`src/rtl/wc_tile_feeder.sv`:
```
// wc_tile_feeder: assembles overlapping N_IN-sample tiles from a W-bit sample
// stream, advancing M_OUT samples per tile, zero-padding the last tile of a row.
module wc_tile_feeder #(
    parameter int unsigned W     = 10,
    parameter int unsigned N_IN  = 7,
    parameter int unsigned M_OUT = 3
) (
    input  logic                clk,
    input  logic                rst,
    input  logic [W-1:0]        s_data,
    input  logic                s_valid,
    output logic                s_ready,
    input  logic                s_last,
    output logic [W*N_IN-1:0]   d_data,
    output logic                d_valid,
    input  logic                d_ready,
    output logic                d_last
);

    localparam int unsigned DW = W * N_IN;
    localparam int unsigned NW = $clog2(N_IN + 1);

    localparam logic [0:0] ST_RUN   = 1'b0;
    localparam logic [0:0] ST_FLUSH = 1'b1;

    localparam logic [NW-1:0] NEED_FULL   = NW'(N_IN);
    localparam logic [NW-1:0] NEED_STRIDE = NW'(M_OUT);
    localparam logic [NW-1:0] NEED_ONE    = NW'(1);

    logic [0:0]    state, state_nxt;
    logic [DW-1:0] window, window_nxt;
    logic [NW-1:0] need, need_nxt;
    logic [DW-1:0] d_data_nxt;
    logic          d_valid_nxt;
    logic          d_last_nxt;

    logic          out_blocked;
    logic          shift_en;
    logic [W-1:0]  shift_sample;
    logic [DW-1:0] shifted;
    logic          row_end;
    logic          completes;

    // Next-state logic: window shift, tile completion, row end / flush handling
    always_comb begin
        state_nxt    = state;
        window_nxt   = window;
        need_nxt     = need;
        d_data_nxt   = d_data;
        d_valid_nxt  = d_valid && !d_ready;
        d_last_nxt   = d_last && d_valid && !d_ready;
        s_ready      = 1'b0;
        shift_en     = 1'b0;
        shift_sample = '0;
        row_end      = 1'b0;

        // A completing shift must wait while the single output slot is occupied
        out_blocked  = (need == NEED_ONE) && d_valid && !d_ready;
        completes    = (need == NEED_ONE);

        if (state == ST_RUN) begin
            s_ready      = !out_blocked;
            shift_en     = s_valid && !out_blocked;
            shift_sample = s_data;
            row_end      = s_last;
        end else begin
            shift_en     = !out_blocked;
            shift_sample = '0;
            row_end      = 1'b1;
        end

        // Newest sample enters at the top, older samples move toward index 0
        shifted = {shift_sample, window[DW-1:W]};

        if (shift_en) begin
            if (completes) begin
                d_data_nxt  = shifted;
                d_valid_nxt = 1'b1;
                d_last_nxt  = row_end;
                if (row_end) begin
                    window_nxt = '0;
                    need_nxt   = NEED_FULL;
                    state_nxt  = ST_RUN;
                end else begin
                    window_nxt = shifted;
                    need_nxt   = NEED_STRIDE;
                end
            end else begin
                window_nxt = shifted;
                need_nxt   = need - NEED_ONE;
                if ((state == ST_RUN) && s_last) begin
                    state_nxt = ST_FLUSH;
                end
            end
        end
    end

    // State and output registers with synchronous reset
    always_ff @(posedge clk) begin
        if (rst) begin
            state   <= ST_RUN;
            window  <= '0;
            need    <= NEED_FULL;
            d_data  <= '0;
            d_valid <= 1'b0;
            d_last  <= 1'b0;
        end else begin
            state   <= state_nxt;
            window  <= window_nxt;
            need    <= need_nxt;
            d_data  <= d_data_nxt;
            d_valid <= d_valid_nxt;
            d_last  <= d_last_nxt;
        end
    end

endmodule

```
`config.mk`:
```
export PLATFORM = sky130hd
export DESIGN_NAME = wc_tile_feeder
export DESIGN_NICKNAME = d
export VERILOG_FILES = /design/src/rtl/wc_tile_feeder.sv
export SDC_FILE = /design/constraint.sdc
export NUM_CORES = 1
export LEC_CHECK = 0
export ABC_CLOCK_PERIOD_IN_PS = 3500
export BUFFER_PORTS_ARGS = -buffer_cell sky130_fd_sc_hd__buf_4
export CORE_ASPECT_RATIO = 1.2
export CORE_UTILIZATION = 25
export DETAILED_ROUTE_END_ITERATION = 8
export REMOVE_ABC_BUFFERS = 1
export SETUP_SLACK_MARGIN = 0.2
export SYNTH_ARGS = -nofsm -noshare
export SYNTH_HDL_FRONTEND = slang
export SYNTH_SLANG_ARGS = --single-unit
```
`constraint.sdc`:
```
create_clock -name clk -period 3.5 [get_ports clk]
set_clock_uncertainty 0.1 [all_clocks]
set_input_delay 0.35 -clock clk [delete_from_list [all_inputs] [get_ports clk]]
set_output_delay 0.35 -clock clk [all_outputs]
set_load 0.01 [all_outputs]
```
==> qor.csv, run 1 <==
stage,metric,value,unit
routing,route.vias.total,5474,
hold_path,worst_hold_path.endpoint,state,
place,dp_hpwl,9.87,mm
power_and_ir_drop,powerDensity,524,nW/µm²
power_and_ir_drop,p_leak,2.40,nW
timing,min_period_over_period,71.0,%
run_status,outcome,"complete, no violations",
grt,grt_max_degree,72,
cells_and_area,n_antenna_cell,0,
clock_network,cts_sinks,136,
power_and_ir_drop,power_frac_seq,41.1,%
routing,firstDrtPassIters,4,
grt,grt_first_pass_wirelength,28.3,mm
power_and_ir_drop,power_spent_charging_and_discharging_nets,0.876,mW
grt,grt_antenna_before_repair,0,
worst_setup_path,timing.critical_path.to_type,output pin,
hold_path,hold_path_stages,3,
synthesis,number_of_distinct_standard_cells_referenced_by_the_synthesized_netlist,31,
synthesis,ffs_w_async_s_r_synth,0,%
synthesis,number_of_flops_mapped_to_enable_cells_by_yosys,0,
place,place.gp.congestion,0.709,
synthesis,synth.top_cells.by_area,"sky130_fd_sc_hd__dfxtp_1, sky130_fd_sc_hd__a21oi_1, sky130_fd_sc_hd__o2111ai_1, sky130_fd_sc_hd__o31ai_1, sky130_fd_sc_hd__nand4_1",
synthesis,synthFlopType,sky130_fd_sc_hd__dfxtp_1,
worst_setup_path,cp.required,3050,ps
timing,normalized_max_slew_margin,31.6,%
synthesis,dominant_cell_type_by_area_after_synthesis,sky130_fd_sc_hd__dfxtp_1,
routing,wl_per_cell,17.3,µm
synthesis,synth_seq_cells,136,
clock_network,tritoncts_clock_tree,yes,
worst_setup_path,r2r_start,need[1],
grt,vias_in_the_first_global_route,5084,
place,port_buffers,87,
power_and_ir_drop,vdd_ir_drop_max,0.223,mV
synthesis,seq_area_frac_synth,45.6,%
clock_network,clock_latency,410,ps
clock_network,tritoncts.num_buffers,17,
timing,final_max_slew_viol_count,0,
floorplan,horizontal_die_dimension,143,µm
synthesis,average_cell_area_after_synthesis,8.88,µm²
worst_setup_path,worstSetupStartpointType,register,
power_and_ir_drop,power_switching_share,22.7,%
worst_setup_path,critPathKind,reg2out,
place,placement.setup.worst_slack,1160,ps
synthesis,yosys.cell_count.top_type,sky130_fd_sc_hd__dfxtp_1,
power_and_ir_drop,power_report.internal_total,2.99,mW
synthesis,post-synth-top-area-fraction,45.6,%
timing,worst_slew_pin_slew,1020,ps
timing,hold_viol,0,
clock_network,cts_max_path_buffers,2,
synthesis,yosysWarningCount,0,
clock_network,cts-root-buf,sky130_fd_sc_hd__clkbuf_16,
clock_network,cts_post_setup_buffers_inserted,0,
worst_setup_path,timing.critical_path.fanout_max,24,
timing,fin_ws,1020,ps
routing,drt_wl_total,17.6,mm
cells_and_area,layout.core_utilization,31.7,%
worst_setup_path,timing.critical_path.arrival,2030,ps
synthesis,synth.cell_area,5970,µm²
routing,postRouteAntennaNets,0,
timing,grt_setup_unrepaired,no,
grt,globalRouteOverflowTotal,0,
floorplan,effective_utilization_at_floorplan,25.6,%
timing,setup_viol,0,
hold_path,hp-class,in2reg,
grt,grtUsageTotal,14.5,%
cells_and_area,fin_nets,705,
cells_and_area,fillers,2452,
clock_network,postCtsResizedCells,0,
routing,viasPerCell,5.39,
floorplan,core_area,23300,µm²
timing,setup_tns,0,ps
timing,max_clock_freq,403,MHz
flow_run,max_capacitance_violation_total,0,
routing,first_iter_violations,535,
cells_and_area,area.growth.synth_to_final,23.8,%
floorplan,floorplan.rows,61,
clock_network,cts_max_level,4,
worst_setup_path,worst_r2r_path_depth,5,
routing,drc,0,
hold_path,hold_path_startpoint,s_last,
timing,post-route-min-period,2480,ps
synthesis,synth.top_cells.by_count,"sky130_fd_sc_hd__dfxtp_1, sky130_fd_sc_hd__a21oi_1, sky130_fd_sc_hd__nand4_1, sky130_fd_sc_hd__o31ai_1, sky130_fd_sc_hd__o21ai_0",
cells_and_area,drive_above_1_share,20.4,%
power_and_ir_drop,share_clk_of_total_power,53.4,%
clock_network,clock_pin_slew_reported_for_the_worst_setup_and_hold_paths_after_clock_tree_synthesis,60,ps
worst_setup_path,reg2reg_setup_slack,1170,ps
synthesis,syn_inst,672,
clock_network,cts-hold-fix-buffers,0,
power_and_ir_drop,combPwrFrac,5.5,%
floorplan,die_height,171,µm
worst_setup_path,worstReg2RegEnd,window[20],
floorplan,fp.dieArea,24500,µm²
floorplan,num_io_pins,88,
[state kept, by name, summed over array words and instances, names as in the netlist]
| name | count |
|---|---|
| window | 60 |
| state | 1 |
| need | 3 |
| d_valid | 1 |
| d_data | 70 |
| d_last | 1 |
[power by group through the flow]
| stage | sequential [mW] | clock, mW | combinational, mW |
|---|---|---|---|
| 4_1_cts | 1.59 | 2.10 | 0.214 |
| 3_5_place_dp | 1.62 | 0 | 0.212 |
| 5_1_grt | 1.59 | 2.18 | 0.233 |
| 2_1_floorplan | 1.62 | 0 | 0.107 |
| 6_report | 1.59 | 2.07 | 0.213 |
| 3_3_place_gp | 1.62 | 0 | 0.213 |
[per-stage QoR]
step	instance area [µm²]	total power, mW	cells	hold WS (ps)
floorplan	5450	1.72	568	319
detailed placement	6700	1.83	984	354
finish	7380	3.87	1016	147
global route	7380	4.00	1016	162
global placement	6700	1.83	984	349
CTS	7380	3.90	1016	133
[area by class of cell]
| class | instances | area, µm² | share of cell area [%] |
|---|---|---|---|
| clock buffers | 18 | 439 | 5.95 |
| inverters | 2 | 7.51 | 0.102 |
| multi-input cells | 430 | 2770 | 37.5 |
| clock inverters | 14 | 243 | 3.29 |
| repair buffers | 101 | 808 | 10.9 |
| flip-flops and latches | 136 | 2720 | 36.9 |
| well taps | 315 | 394 | 5.34 |
[how the worst max path moves through the flow]
stage / start / endpoint / slack [ps]
after CTS: need[1] / s_ready / 1000
after global placement: need[0] / window[30] / 1200
after floorplan: need[1] / window[10] / -60
after detailed placement: need[1] / window[20] / 1160
after global routing: need[1] / s_ready / 880
final: need[1] / s_ready / 1020
[cells by family after synthesis]
kind of cell | share of synthesized area (%)
adder cells (fa/ha/maj) | 0.419
AO/OA/AOI/OAI | 34.9
flip-flops | 45.6
AND/OR/NAND/NOR | 10.2
buffers and inverters | 8.83
[placed cells by master (no fill, tap or decap)]
cell type | Yosys | layout
sky130_fd_sc_hd__dfxtp_1 | 136 | 136
sky130_fd_sc_hd__a21oi_1 | 133 | 133
sky130_fd_sc_hd__buf_4 | 16 | 97
sky130_fd_sc_hd__nand4_1 | 70 | 70
sky130_fd_sc_hd__o31ai_1 | 70 | 70
sky130_fd_sc_hd__o21ai_0 | 61 | 61
sky130_fd_sc_hd__o2111ai_1 | 60 | 60
sky130_fd_sc_hd__clkbuf_16 | 0 | 17
sky130_fd_sc_hd__nor2b_1 | 12 | 11
sky130_fd_sc_hd__bufinv_16 | 0 | 6
sky130_fd_sc_hd__buf_12 | 0 | 4
sky130_fd_sc_hd__nor2_1 | 3 | 3
sky130_fd_sc_hd__o21ai_1 | 3 | 3
sky130_fd_sc_hd__clkinv_4 | 0 | 3
sky130_fd_sc_hd__inv_6 | 0 | 3
sky130_fd_sc_hd__inv_1 | 2 | 2
sky130_fd_sc_hd__nand2b_4 | 0 | 2
sky130_fd_sc_hd__nor2_4 | 0 | 2
sky130_fd_sc_hd__nand3_1 | 2 | 2
sky130_fd_sc_hd__ha_1 | 2 | 2
sky130_fd_sc_hd__clkinv_2 | 0 | 2
sky130_fd_sc_hd__and4bb_2 | 0 | 1
sky130_fd_sc_hd__and2b_2 | 0 | 1
sky130_fd_sc_hd__or2_4 | 0 | 1
sky130_fd_sc_hd__nor2b_4 | 0 | 1
sky130_fd_sc_hd__nand4bb_4 | 0 | 1
sky130_fd_sc_hd__a31oi_4 | 1 | 1
sky130_fd_sc_hd__o311ai_0 | 1 | 1
sky130_fd_sc_hd__or4_1 | 1 | 1
sky130_fd_sc_hd__nand2_1 | 1 | 1
sky130_fd_sc_hd__a31oi_1 | 1 | 1
sky130_fd_sc_hd__a2111o_1 | 1 | 1
sky130_fd_sc_hd__clkbuf_8 | 0 | 1
[critical path: stages, from the launching register on]
cell and delay (ps):
sky130_fd_sc_hd__dfxtp_1 300, sky130_fd_sc_hd__inv_1 70, sky130_fd_sc_hd__ha_1 330, sky130_fd_sc_hd__and4bb_2 600, sky130_fd_sc_hd__nor2_1 130, sky130_fd_sc_hd__buf_4 190
[per-layer routing]
metal	vias to the layer above	track usage (%)	share of wire (%)
met5	-	0	0
met4	0	4.25	1.2
met3	14	3.81	4.8
met2	120	21.7	47
met1	2675	20.2	47
li1	2665	-	-
(Power assumes the default switching activity.)
==> run 2, diff against run 1 <==
Settings changed: ABC_CLOCK_PERIOD_IN_PS 3500 to 2500.
Clock period 3.5 ns to 2.5 ns, I/O delays scaled along.
==> run 2 against run 1 <==
Net effect:
- cell area increased by 2.7%
- wire length increased by 0.75%
- die area unchanged
- clock power increased by 37%
- clock-buffer cell count increased by 3
- sequential power increased by 40%
- core utilization increased by 0.86 points
- cell count increased by 1.6%
- sequential cell count unchanged
- via count increased by 2.0%
- register-to-register slack got worse by 690 ps
- global-route usage increased by 0.14 points
- critical path type unchanged
- largest power group unchanged
==> qor.csv, run 2 (synthesis results as in run 1) <==
stage,metric,value,unit,change
timing,hold_ws,36.2,ps,was 147 ps
floorplan,num_io_pins,88,,unchanged
routing,firstDrtPassIters,5,,was 4
grt,grt_max_degree,65,,was 72
cells_and_area,largest_register,d_data,,unchanged
cells_and_area,reg.largest.list,"d_data x70, window x60, need x3",,unchanged
timing,post-route-min-period,2200,ps,
cells_and_area,commonest_cells_after_routing_fill_and_taps_aside,"sky130_fd_sc_hd__dfxtp_1, sky130_fd_sc_hd__a21oi_1, sky130_fd_sc_hd__buf_4",,unchanged
timing,grt_setup_unrepaired,no,,unchanged
worst_setup_path,worstSetupStartpointType,register,,unchanged
worst_setup_path,timing.critical_path.to_type,output pin,,unchanged
timing,normalized_max_slew_margin,50.4,%,was 31.6%
clock_network,cts-root-buf,sky130_fd_sc_hd__clkbuf_16,,unchanged
power_and_ir_drop,p_leak,2.49,nW,was 2.40 nW
grt,grtUsageTotal,14.6,%,was 14.5%
timing,setup_viol,0,,unchanged
cells_and_area,largest_reg_flops,70,,unchanged
clock_network,clock_latency,430,ps,was 410 ps
grt,grt_first_pass_wirelength,28.6,mm,was 28.3 mm
routing,drt_wl_total,17.7,mm,was 17.6 mm
routing,wl_per_cell,17.1,µm,was 17.3 µm
place,dp_hpwl,10.5,mm,was 9.87 mm
cells_and_area,fin_nets,721,,was 705
hold_path,hp-class,in2reg,,unchanged
timing,hold_viol,0,,unchanged
worst_setup_path,cp.required,2150,ps,was 3050 ps
timing,min_period_over_period,88.0,%,
floorplan,fp.dieArea,24500,µm²,unchanged
run_status,outcome,"complete, no violations",,unchanged
routing,route.vias.total,5586,,was 5474
worst_setup_path,timing.critical_path.fanout_max,14,,was 24
power_and_ir_drop,vdd_ir_drop_max,0.500,mV,was 0.223 mV
place,place.gp.congestion,0.721,,was 0.709
routing,viasPerCell,5.41,,was 5.39
clock_network,clock_pin_slew_reported_for_the_worst_setup_and_hold_paths_after_clock_tree_synthesis,60,ps,about the same
grt,globalRouteOverflowTotal,0,,unchanged
grt,grt_antenna_before_repair,0,,unchanged
cells_and_area,n_antenna_cell,0,,unchanged
timing,final_max_slew_viol_count,0,,unchanged
floorplan,die_height,171,µm,unchanged
cells_and_area,layout.core_utilization,32.6,%,was 31.7%
clock_network,cts_max_level,4,,unchanged
floorplan,floorplan.rows,61,,unchanged
timing,worst_slew_pin_slew,744,ps,was 1020 ps
worst_setup_path,timing.critical_path.arrival,1850,ps,was 2030 ps
clock_network,tritoncts.num_buffers,17,,unchanged
clock_network,tritoncts_clock_tree,yes,,unchanged
worst_setup_path,critPathKind,reg2out,,unchanged
floorplan,horizontal_die_dimension,143,µm,unchanged
timing,max_clock_freq,455,MHz,
place,port_buffers,87,,unchanged
cells_and_area,area.growth.synth_to_final,27.1,%,was 23.8%
flow_run,max_capacitance_violation_total,0,,unchanged
clock_network,cts_max_path_buffers,2,,unchanged
clock_network,cts_sinks,136,,unchanged
cells_and_area,drive_above_1_share,22.2,%,was 20.4%
power_and_ir_drop,powerDensity,711,nW/µm²,was 524 nW/µm²
routing,postRouteAntennaNets,0,,unchanged
cells_and_area,mostFrequentLayoutCell,sky130_fd_sc_hd__dfxtp_1,,unchanged
grt,vias_in_the_first_global_route,5250,,was 5084
routing,first_iter_violations,568,,was 535
routing,drc,0,,unchanged
floorplan,core_area,23300,µm²,unchanged
floorplan,effective_utilization_at_floorplan,25.6,%,unchanged
[run 2: changes by cell type in the layout (fill, tap and decap cells not counted)]
cell,before,now
sky130_fd_sc_hd__clkinv_2,2,3
sky130_fd_sc_hd__clkbuf_8,1,4
sky130_fd_sc_hd__and4bb_4,0,1
sky130_fd_sc_hd__buf_4,97,106
sky130_fd_sc_hd__clkinvlp_4,0,1
sky130_fd_sc_hd__clkinv_4,3,0
sky130_fd_sc_hd__and4bb_2,1,0
sky130_fd_sc_hd__bufinv_16,6,5
sky130_fd_sc_hd__inv_6,3,2
sky130_fd_sc_hd__buf_12,4,11
[run 2: critical path, stage by stage (launching register included)]
cell and delay [ps]:
sky130_fd_sc_hd__dfxtp_1 300, sky130_fd_sc_hd__inv_1 80, sky130_fd_sc_hd__ha_1 360, sky130_fd_sc_hd__and4bb_4 430, sky130_fd_sc_hd__nor2_1 80, sky130_fd_sc_hd__buf_4 160
[run 2: timing repair]
action	in CTS	in global routing
resized for setup	0	1
setup endpoints to repair	0	1
hold buffers	0	0
endpoints found under the hold margin	0	0
buffers inserted	0	0
[run 2: final timing paths]
| kind | from | end | slack [ps] | cells past startpoint |
|---|---|---|---|---|
| max | need[1] | s_ready | 300 | 5 |
| max reg2reg | need[1] | window[41] | 480 | 6 |
| min | s_last | state | 40 | 3 |
| min reg2reg | d_last | d_last | 360 | 2 |
[run 2: layout make-up]
class,count,area [µm²]
well taps,315,394
clock buffers,21,480
repair buffers,117,1020
fillers,2386,15700
inverters,2,7.51
clock inverters,11,190
flip-flops and latches,136,2720
multi-input cells,430,2770
[run 2: metal layers]
metal,vias to the layer above,routed length [µm],global-route usage [%]
met5,-,0,0
met3,21,843,3.37
li1,2695,-,-
met1,2732,8590,20.6
met2,138,7990,21.5
met4,0,267,5.47
[run 2: power by group]
group | leakage [nW] | total [mW] | switching, mW | internal (mW)
registers | 1.10 | 2.22 | 0.0235 | 2.20
logic | 1.06 | 0.332 | 0.228 | 0.104
clock network | 0.330 | 2.84 | 0.963 | 1.88
total | 2.49 | 5.39 | 1.21 | 4.18
[run 2: stage by stage]
stage	cells	total power, mW	instance area, µm²	setup TNS [ps]	setup slack [ps]
after floorplan	568	2.41	5450	-130800	-1060
after global placement	1000	2.60	6910	0	597
after detailed placement	1000	2.60	6910	0	564
after CTS	1032	5.44	7580	0	227
after global routing	1032	5.58	7580	0	202
final	1032	5.39	7580	0	301
